## src/rtl/roi_bbox_detect_pkg.sv

```systemverilog
//------------------------------------------------------------------------------
// Module  : bbox_pkg
// Brief   : Shared types and default constants for the ROI bounding-box block.
// Rev     : 1.0  initial release
//------------------------------------------------------------------------------
`default_nettype none

package bbox_pkg;

  localparam int C_DATA_W   = 10;
  localparam int C_H_ACTIVE = 640;
  localparam int C_V_ACTIVE = 480;
  localparam int C_CNT_W    = 16;

  typedef enum logic [1:0] {
    IDLE   = 2'd0,
    SCAN   = 2'd1,
    REPORT = 2'd2
  } state_t;

endpackage

`default_nettype wire

```

## src/rtl/roi_bbox_detect_if.sv

```systemverilog
//------------------------------------------------------------------------------
// Module  : bbox_pix_if
// Brief   : Pixel stream qualifiers (valid + start-of-frame) shared between the
//           stream source and the raster position counter.
// Rev     : 1.0  initial release
//------------------------------------------------------------------------------
`default_nettype none

interface bbox_pix_if;

  logic dval;
  logic sof;

  modport master (output dval, output sof);
  modport slave  (input  dval, input  sof);

endinterface

`default_nettype wire

```

## src/rtl/roi_bbox_detect_pix_pos_counter.sv

```systemverilog
//------------------------------------------------------------------------------
// Module  : pix_pos_counter
// Brief   : Raster X/Y counter for accepted pixels. iSOF forces the current
//           pixel to (0,0); flags the first and the frame-end pixel.
// Rev     : 1.0  initial release
//------------------------------------------------------------------------------
`default_nettype none

module pix_pos_counter
  import bbox_pkg::*;
#(
  parameter int H_ACTIVE = C_H_ACTIVE,
  parameter int V_ACTIVE = C_V_ACTIVE,
  parameter int CNT_W    = C_CNT_W
) (
  input  wire logic             iCLK,
  input  wire logic             iRST,
  bbox_pix_if.slave             pix,
  output logic [CNT_W-1:0]      o_x,
  output logic [CNT_W-1:0]      o_y,
  output logic                  o_first,
  output logic                  o_last
);

  localparam logic [CNT_W-1:0] C_X_LAST = CNT_W'(H_ACTIVE - 1);
  localparam logic [CNT_W-1:0] C_Y_LAST = CNT_W'(V_ACTIVE - 1);
  localparam logic [CNT_W-1:0] C_ONE    = CNT_W'(1);

  logic [CNT_W-1:0] r_x;
  logic [CNT_W-1:0] r_y;
  logic [CNT_W-1:0] w_x;
  logic [CNT_W-1:0] w_y;

  // Effective position of the pixel on the bus: an accepted SOF realigns to (0,0).
  always_comb begin
    w_x     = (pix.dval && pix.sof) ? '0 : r_x;
    w_y     = (pix.dval && pix.sof) ? '0 : r_y;
    o_x     = w_x;
    o_y     = w_y;
    o_first = pix.dval && (w_x == '0) && (w_y == '0);
    o_last  = pix.dval && (w_x == C_X_LAST) && (w_y == C_Y_LAST);
  end

  // Advance the raster position on every accepted pixel.
  always_ff @(posedge iCLK) begin
    if (iRST) begin
      r_x <= '0;
      r_y <= '0;
    end else if (pix.dval) begin
      if (o_last) begin
        r_x <= '0;
        r_y <= '0;
      end else if (w_x == C_X_LAST) begin
        r_x <= '0;
        r_y <= w_y + C_ONE;
      end else begin
        r_x <= w_x + C_ONE;
        r_y <= w_y;
      end
    end
  end

endmodule

`default_nettype wire

```

## src/rtl/roi_bbox_detect.sv

```systemverilog
//------------------------------------------------------------------------------
// Module  : roi_bbox_detect
// Brief   : Per-frame bounding box of pixels inside a region of interest whose
//           value is at or below a threshold. Optional matching-pixel count
//           output oCOUNT when BBOX_PIXCOUNT_EN is defined.
// Rev     : 1.0  initial release
//------------------------------------------------------------------------------
`default_nettype none

module roi_bbox_detect
  import bbox_pkg::*;
#(
  parameter int DATA_W   = C_DATA_W,
  parameter int H_ACTIVE = C_H_ACTIVE,
  parameter int V_ACTIVE = C_V_ACTIVE,
  parameter int CNT_W    = C_CNT_W
) (
  input  wire logic               iCLK,
  input  wire logic               iRST,
  input  wire logic               iDVAL,
  input  wire logic               iSOF,
  input  wire logic [DATA_W-1:0]  iDATA,
  input  wire logic [DATA_W-1:0]  iTHRESH,
  input  wire logic [CNT_W-1:0]   iX_LO,
  input  wire logic [CNT_W-1:0]   iX_HI,
  input  wire logic [CNT_W-1:0]   iY_LO,
  input  wire logic [CNT_W-1:0]   iY_HI,
  output logic                    oDVAL,
  output logic                    oFRAME_DONE,
  output logic                    oFOUND,
`ifdef BBOX_PIXCOUNT_EN
  output logic [CNT_W+CNT_W-1:0]  oCOUNT,
`endif
  output logic [CNT_W-1:0]        oXSTART,
  output logic [CNT_W-1:0]        oXEND,
  output logic [CNT_W-1:0]        oYSTART,
  output logic [CNT_W-1:0]        oYEND
);

  bbox_pix_if u_pix ();

  assign u_pix.dval = iDVAL;
  assign u_pix.sof  = iSOF;

  logic [CNT_W-1:0] w_x;
  logic [CNT_W-1:0] w_y;
  logic             w_first;
  logic             w_last;

  pix_pos_counter #(
    .H_ACTIVE (H_ACTIVE),
    .V_ACTIVE (V_ACTIVE),
    .CNT_W    (CNT_W)
  ) u_pos (
    .iCLK    (iCLK),
    .iRST    (iRST),
    .pix     (u_pix),
    .o_x     (w_x),
    .o_y     (w_y),
    .o_first (w_first),
    .o_last  (w_last)
  );

  state_t            r_state;

  // Shadow copies of the frame configuration, captured at pixel (0,0).
  logic [CNT_W-1:0]  r_x_lo, r_x_hi, r_y_lo, r_y_hi;
  logic [DATA_W-1:0] r_thresh;

  // Running accumulators for the frame in progress.
  logic              r_hit;
  logic [CNT_W-1:0]  r_xmin, r_xmax, r_ymin, r_ymax;

  // Registered results.
  logic              r_dval_q;
  logic              r_done;
  logic              r_found;
  logic [CNT_W-1:0]  r_xs, r_xe, r_ys, r_ye;

  logic [CNT_W-1:0]  w_x_lo, w_x_hi, w_y_lo, w_y_hi;
  logic [DATA_W-1:0] w_thresh;
  logic              w_live;
  logic              w_match;
  logic              w_hit_n;
  logic [CNT_W-1:0]  w_xmin_n, w_xmax_n, w_ymin_n, w_ymax_n;

  // Pixel (0,0) is judged against the live inputs it is about to latch.
  always_comb begin
    w_x_lo   = w_first ? iX_LO   : r_x_lo;
    w_x_hi   = w_first ? iX_HI   : r_x_hi;
    w_y_lo   = w_first ? iY_LO   : r_y_lo;
    w_y_hi   = w_first ? iY_HI   : r_y_hi;
    w_thresh = w_first ? iTHRESH : r_thresh;
    w_live   = iDVAL && (w_first || (r_state == SCAN));
    w_match  = w_live &&
               (w_x >= w_x_lo) && (w_x <= w_x_hi) &&
               (w_y >= w_y_lo) && (w_y <= w_y_hi) &&
               (iDATA <= w_thresh);
  end

  // Next accumulator values; a new frame starts from a cleared box.
  always_comb begin
    w_hit_n  = w_first ? 1'b0 : r_hit;
    w_xmin_n = w_first ? '0   : r_xmin;
    w_xmax_n = w_first ? '0   : r_xmax;
    w_ymin_n = w_first ? '0   : r_ymin;
    w_ymax_n = w_first ? '0   : r_ymax;
    if (w_match) begin
      if (!w_hit_n) begin
        w_xmin_n = w_x;
        w_xmax_n = w_x;
        w_ymin_n = w_y;
        w_ymax_n = w_y;
      end else begin
        if (w_x < w_xmin_n) w_xmin_n = w_x;
        if (w_x > w_xmax_n) w_xmax_n = w_x;
        if (w_y < w_ymin_n) w_ymin_n = w_y;
        if (w_y > w_ymax_n) w_ymax_n = w_y;
      end
      w_hit_n = 1'b1;
    end
  end

`ifdef BBOX_PIXCOUNT_EN
  logic [CNT_W+CNT_W-1:0] r_cnt;
  logic [CNT_W+CNT_W-1:0] r_count;
  logic [CNT_W+CNT_W-1:0] w_cnt_n;

  // Matching-pixel count, saturating at all-ones.
  always_comb begin
    w_cnt_n = w_first ? '0 : r_cnt;
    if (w_match && (w_cnt_n != '1)) w_cnt_n = w_cnt_n + (CNT_W+CNT_W)'(1);
  end

  // Count accumulator and its reported copy.
  always_ff @(posedge iCLK) begin
    if (iRST) begin
      r_cnt   <= '0;
      r_count <= '0;
    end else begin
      if (w_live) r_cnt <= w_cnt_n;
      if ((r_state == SCAN) && w_last) r_count <= w_cnt_n;
    end
  end

  assign oCOUNT = r_count;
`endif

  // Frame state machine with shadow capture, accumulation and result registers.
  always_ff @(posedge iCLK) begin
    if (iRST) begin
      r_state  <= IDLE;
      r_x_lo   <= '0;
      r_x_hi   <= '0;
      r_y_lo   <= '0;
      r_y_hi   <= '0;
      r_thresh <= '0;
      r_hit    <= 1'b0;
      r_xmin   <= '0;
      r_xmax   <= '0;
      r_ymin   <= '0;
      r_ymax   <= '0;
      r_dval_q <= 1'b0;
      r_done   <= 1'b0;
      r_found  <= 1'b0;
      r_xs     <= '0;
      r_xe     <= '0;
      r_ys     <= '0;
      r_ye     <= '0;
    end else begin
      r_dval_q <= iDVAL;
      r_done   <= 1'b0;
      if (w_first) begin
        r_x_lo   <= iX_LO;
        r_x_hi   <= iX_HI;
        r_y_lo   <= iY_LO;
        r_y_hi   <= iY_HI;
        r_thresh <= iTHRESH;
      end
      if (w_live) begin
        r_hit  <= w_hit_n;
        r_xmin <= w_xmin_n;
        r_xmax <= w_xmax_n;
        r_ymin <= w_ymin_n;
        r_ymax <= w_ymax_n;
      end
      case (r_state)
        IDLE: begin
          if (w_first) r_state <= SCAN;
        end
        SCAN: begin
          if (w_last) begin
            r_state <= REPORT;
            r_done  <= 1'b1;
            r_found <= w_hit_n;
            r_xs    <= w_xmin_n;
            r_xe    <= w_xmax_n;
            r_ys    <= w_ymin_n;
            r_ye    <= w_ymax_n;
          end
        end
        REPORT: begin
          r_state <= iDVAL ? SCAN : IDLE;
        end
        default: r_state <= IDLE;
      endcase
    end
  end

  assign oDVAL       = r_dval_q;
  assign oFRAME_DONE = r_done;
  assign oFOUND      = r_found;
  assign oXSTART     = r_xs;
  assign oXEND       = r_xe;
  assign oYSTART     = r_ys;
  assign oYEND       = r_ye;

endmodule

`default_nettype wire

```

## config.mk

```make
export PLATFORM = sky130hd
export DESIGN_NAME = roi_bbox_detect
export DESIGN_NICKNAME = d
export VERILOG_FILES = /design/src/rtl/roi_bbox_detect_pkg.sv /design/src/rtl/roi_bbox_detect_if.sv /design/src/rtl/roi_bbox_detect_pix_pos_counter.sv /design/src/rtl/roi_bbox_detect.sv
export SDC_FILE = /design/constraint.sdc
export NUM_CORES = 1
export LEC_CHECK = 0
export BUFFER_PORTS_ARGS = -buffer_cell sky130_fd_sc_hd__buf_2
export CAP_MARGIN = 5
export CORE_UTILIZATION = 45
export DETAILED_ROUTE_END_ITERATION = 8
export GPL_ROUTABILITY_DRIVEN = 0
export PLACE_DENSITY_LB_ADDON = 0.15
export SLEW_MARGIN = 0
export SYNTH_ARGS = -nofsm -noshare
export SYNTH_HDL_FRONTEND = slang
export SYNTH_SLANG_ARGS = --single-unit
```

## constraint.sdc

```tcl
create_clock -name iCLK -period 10.5 [get_ports iCLK]
set_clock_uncertainty 0.05 [all_clocks]
set_input_delay 0.525 -clock iCLK [delete_from_list [all_inputs] [get_ports iCLK]]
set_output_delay 0.525 -clock iCLK [all_outputs]
set_load 0.005 [all_outputs]
```

==> flow_summary_export.csv <==
group,metric,value,unit
worst_hold_path,hold_depth,3,
layout,diodes,0,
sta,finalHoldViolations,0,
floorplanning,dieWidth,172,µm
clock_tree,tritoncts,"done",
routing,first_iter_violations,784,
sta,timing.final.crit_period,7.45,ns
sta,fmax,134,MHz
global_route,antenna_found_initial,0,
yosys,ys_ff_latch,240,
placed_design,hpwl,27200,µm
placed_design,io_buffers,154,
global_route,grt_remaining_overflow,0,
worst_hold_path,min_path_type,"in2reg",
worst_hold_path,hold_start,"iX_LO[2]",
global_route,first_global_vias,11231,
setup_path,end_kind,"flop",
yosys,synth_top_area_frac,0.369,
yosys,synth_most_common_cell,"dfxtp_1",
setup_path,worstSetupPathType,"in2reg",
floorplanning,num_rows,61,
yosys,async_reset_ff_frac,0,
clock_tree,cts.sinks,240,
setup_path,r2r_end,"oXEND[8]$_SDFFE_PP0P_",
yosys,synth_fp_nets,1775,
sta,worst_slack,3.05,ns
yosys,synth_area,13000,µm²
layout,fin_cells,2055,
sta,slew_headroom,0.184,
sta,rsz0062_at_grt,"false",
floorplanning,top_level_ports,155,
layout,areaGrowthSynthToFinish,14.9,%
yosys,synth_ff_type,"dfxtp_1",
setup_path,regToRegSetupSlack,3.72,ns
routing,wire_per_inst,18.7,µm
routing,remaining_drc_errors,0,
power,ir_drop,0.000125,V
clock_tree,clockBufferDepth,3,
sta,finalSetupViolations,0,
routing,ant_nets,0,
setup_path,required,10.90,ns
clock_tree,cts-root-buf,"clkbuf_16",
yosys,yosysUniqueCellTypes,73,
sta,tns,0,ns
clock_tree,clk_pin_slew,0.06,ns
yosys,avgSynthCellArea,8.41,µm²
layout,fillers,2678,
floorplanning,core,28100,µm²
global_route,grt_pass1_wl,59600,µm
clock_tree,numCtsBuffers,29,
floorplanning,start_util,0.463,
setup_path,critPathArrivalTime,7.85,ns
clock_tree,cts_resized,0,
routing,routed_wirelength,38300,µm
power,p_leak,6.67,nW
routing,first_pass_iters,5,
clock_tree,post-cts-setup-buffers,0,
placed_design,place_inst,2004,
clock_tree,insertion_delay,0.55,ns
power,cellPowerDensity,144,nW/µm²
worst_hold_path,holdPathEnd,"r_x_lo[2]$_SDFF_PP0_",
yosys,synth.area.top_cells,"dfxtp_1 (37%), ha_1 (13%), mux2i_1 (5.8%), nand2_1 (5.7%), a21oi_1 (5.3%)",
yosys,synth_seq_area_share,0.369,
clock_tree,cts_max_level,1,
yosys,yosys-top-cells-count,"dfxtp_1 (240), nand2_1 (199), ha_1 (140)",
power,power.total,2.15,mW
job,maxCapViolCount,0,
placed_design,place_worst_setup_slack,2.74,ns
yosys,synthCells,1547,
setup_path,worstSetupStartpointType,"input pin",
routing,vias_per_cell,5.76,
routing,dr_total_vias,11837,
floorplanning,dieArea,29600,µm²
sta,slew_violations,0,
yosys,synth_top_area_cell,"dfxtp_1",
layout,drive_gt1_frac,0.146,
yosys,ys_warn_count,0,
global_route,grtUsageTotal,0.256,
setup_path,ff2ff_path_depth,16,
global_route,grt_max_degree,63,
setup_path,crit_fanout,48,
outcome,status,"complete, no violations",
setup_path,r2r_start,"u_pos.r_x[0]$_SDFFE_PP0P_",
sta,fin_crit_sh,0.709,
sta,worstMarginPinSlew,1.22,ns
layout,nNetsFinal,1885,
floorplanning,die_y,172,µm
yosys,synth_edf_count,0,
clock_tree,hold_buffers,0,
logic make-up (layout without fill, tap and decap cells):
logic type / after synthesis / count (layout) / share of synthesized area
compound gates: 371 / 371 / 0.176
xor+xnor: 2 / 2 / 0.00135
fa+ha+maj: 140 / 140 / 0.135
buf+inv: 129 / 259 / 0.0411
flops: 240 / 240 / 0.369
mux: 83 / 83 / 0.0647
simple gates: 582 / 582 / 0.213
cell usage in the layout, fill, tap and decap left out, types with 15 or more instances in the layout:
master and instances:
a211oi_1 22, a21o_1 23, a21oi_1 137, buf_2 153, buf_4 15, clkbuf_16 29, dfxtp_1 240, ha_1 140
inv_1 37, mux2i_1 75, nand2_1 199, nand3_1 105, nand4_1 34, nor2_1 137, o21ai_0 100
sequential cells by signal, summed over array words and instances, names as in the netlist:
signal / cells
r_y_lo: 16
oFOUND: 1
r_x_hi: 16
u_pos.r_x: 16
r_ymax: 16
r_y_hi: 16
r_thresh: 10
r_ymin: 16
oYSTART: 16
r_state: 2
r_hit: 1
r_xmin: 16
oXSTART: 16
oFRAME_DONE: 1
oYEND: 16
oXEND: 16
oDVAL: 1
u_pos.r_y: 16
r_x_lo: 16
r_xmax: 16
stage by stage:
step           hold WS (ns)  utilization  cell area, µm²
2_1_floorplan         0.390            -           13000
3_3_place_gp          0.390        0.498           14000
3_5_place_dp          0.397        0.498           14000
4_1_cts               0.179        0.532           14900
5_1_grt               0.189        0.532           14900
6_report              0.192        0.532           14900
power by group:
group / internal [mW] / switching, mW / total [mW]
sequential: 0.934 / 0.00648 / 0.941
clock: 0.600 / 0.393 / 0.993
combinational: 0.0776 / 0.135 / 0.212
total: 1.61 / 0.534 / 2.15
worst max-delay path, stage by stage:
cell      delay (ns)
buf_2           0.10
buf_4           0.25
nand2_1         0.71
nand2_1         0.33
ha_1            0.29
nor4bb_1        0.14
nand4_1         0.19
o21a_4          0.63
buf_4           0.70
mux2i_1         0.20
ha_1            0.35
and4_1          0.21
o21ai_0         0.08
o21ai_0         0.23
a311oi_1        0.15
nor4_2          0.96
nand3_1         0.98
mux2_2          0.58
a211oi_1        0.20
worst max path at each step:
stage / startpoint / endpoint / slack, ns / cells past startpoint
2_1_floorplan: iSOF / oYEND[11]$_SDFFE_PP0P_ / 5.21 / 20
3_5_place_dp: iDVAL / oXEND[8]$_SDFFE_PP0P_ / 2.74 / 19
4_1_cts: iDVAL / oXEND[8]$_SDFFE_PP0P_ / 3.28 / 19
3_3_place_gp: iDVAL / oXEND[10]$_SDFFE_PP0P_ / 2.91 / 19
6_report: iDVAL / oXEND[8]$_SDFFE_PP0P_ / 3.05 / 19
5_1_grt: iDVAL / oXEND[6]$_SDFFE_PP0P_ / 2.65 / 19
layer usage:
layer / GRT usage / part of all wire / up-vias
li1: - / - / 5795
met1: 0.325 / 0.45 / 5578
met4: 0.0846 / 0.034 / 0
met5: 0 / 0 / -
met2: 0.439 / 0.46 / 374
met3: 0.0435 / 0.059 / 90
area by class of cell:
cell class	instances	area, µm²	area share
Multi-Input combinational cell	1178	7690	0.514
Sequential cell	240	4800	0.322
Timing Repair Buffer	168	878	0.0588
Clock buffer	39	833	0.0558
Tap cell	378	473	0.0317
Inverter	40	150	0.0100
Clock inverter	12	115	0.00770
Power figures use the tool's default switching activity.
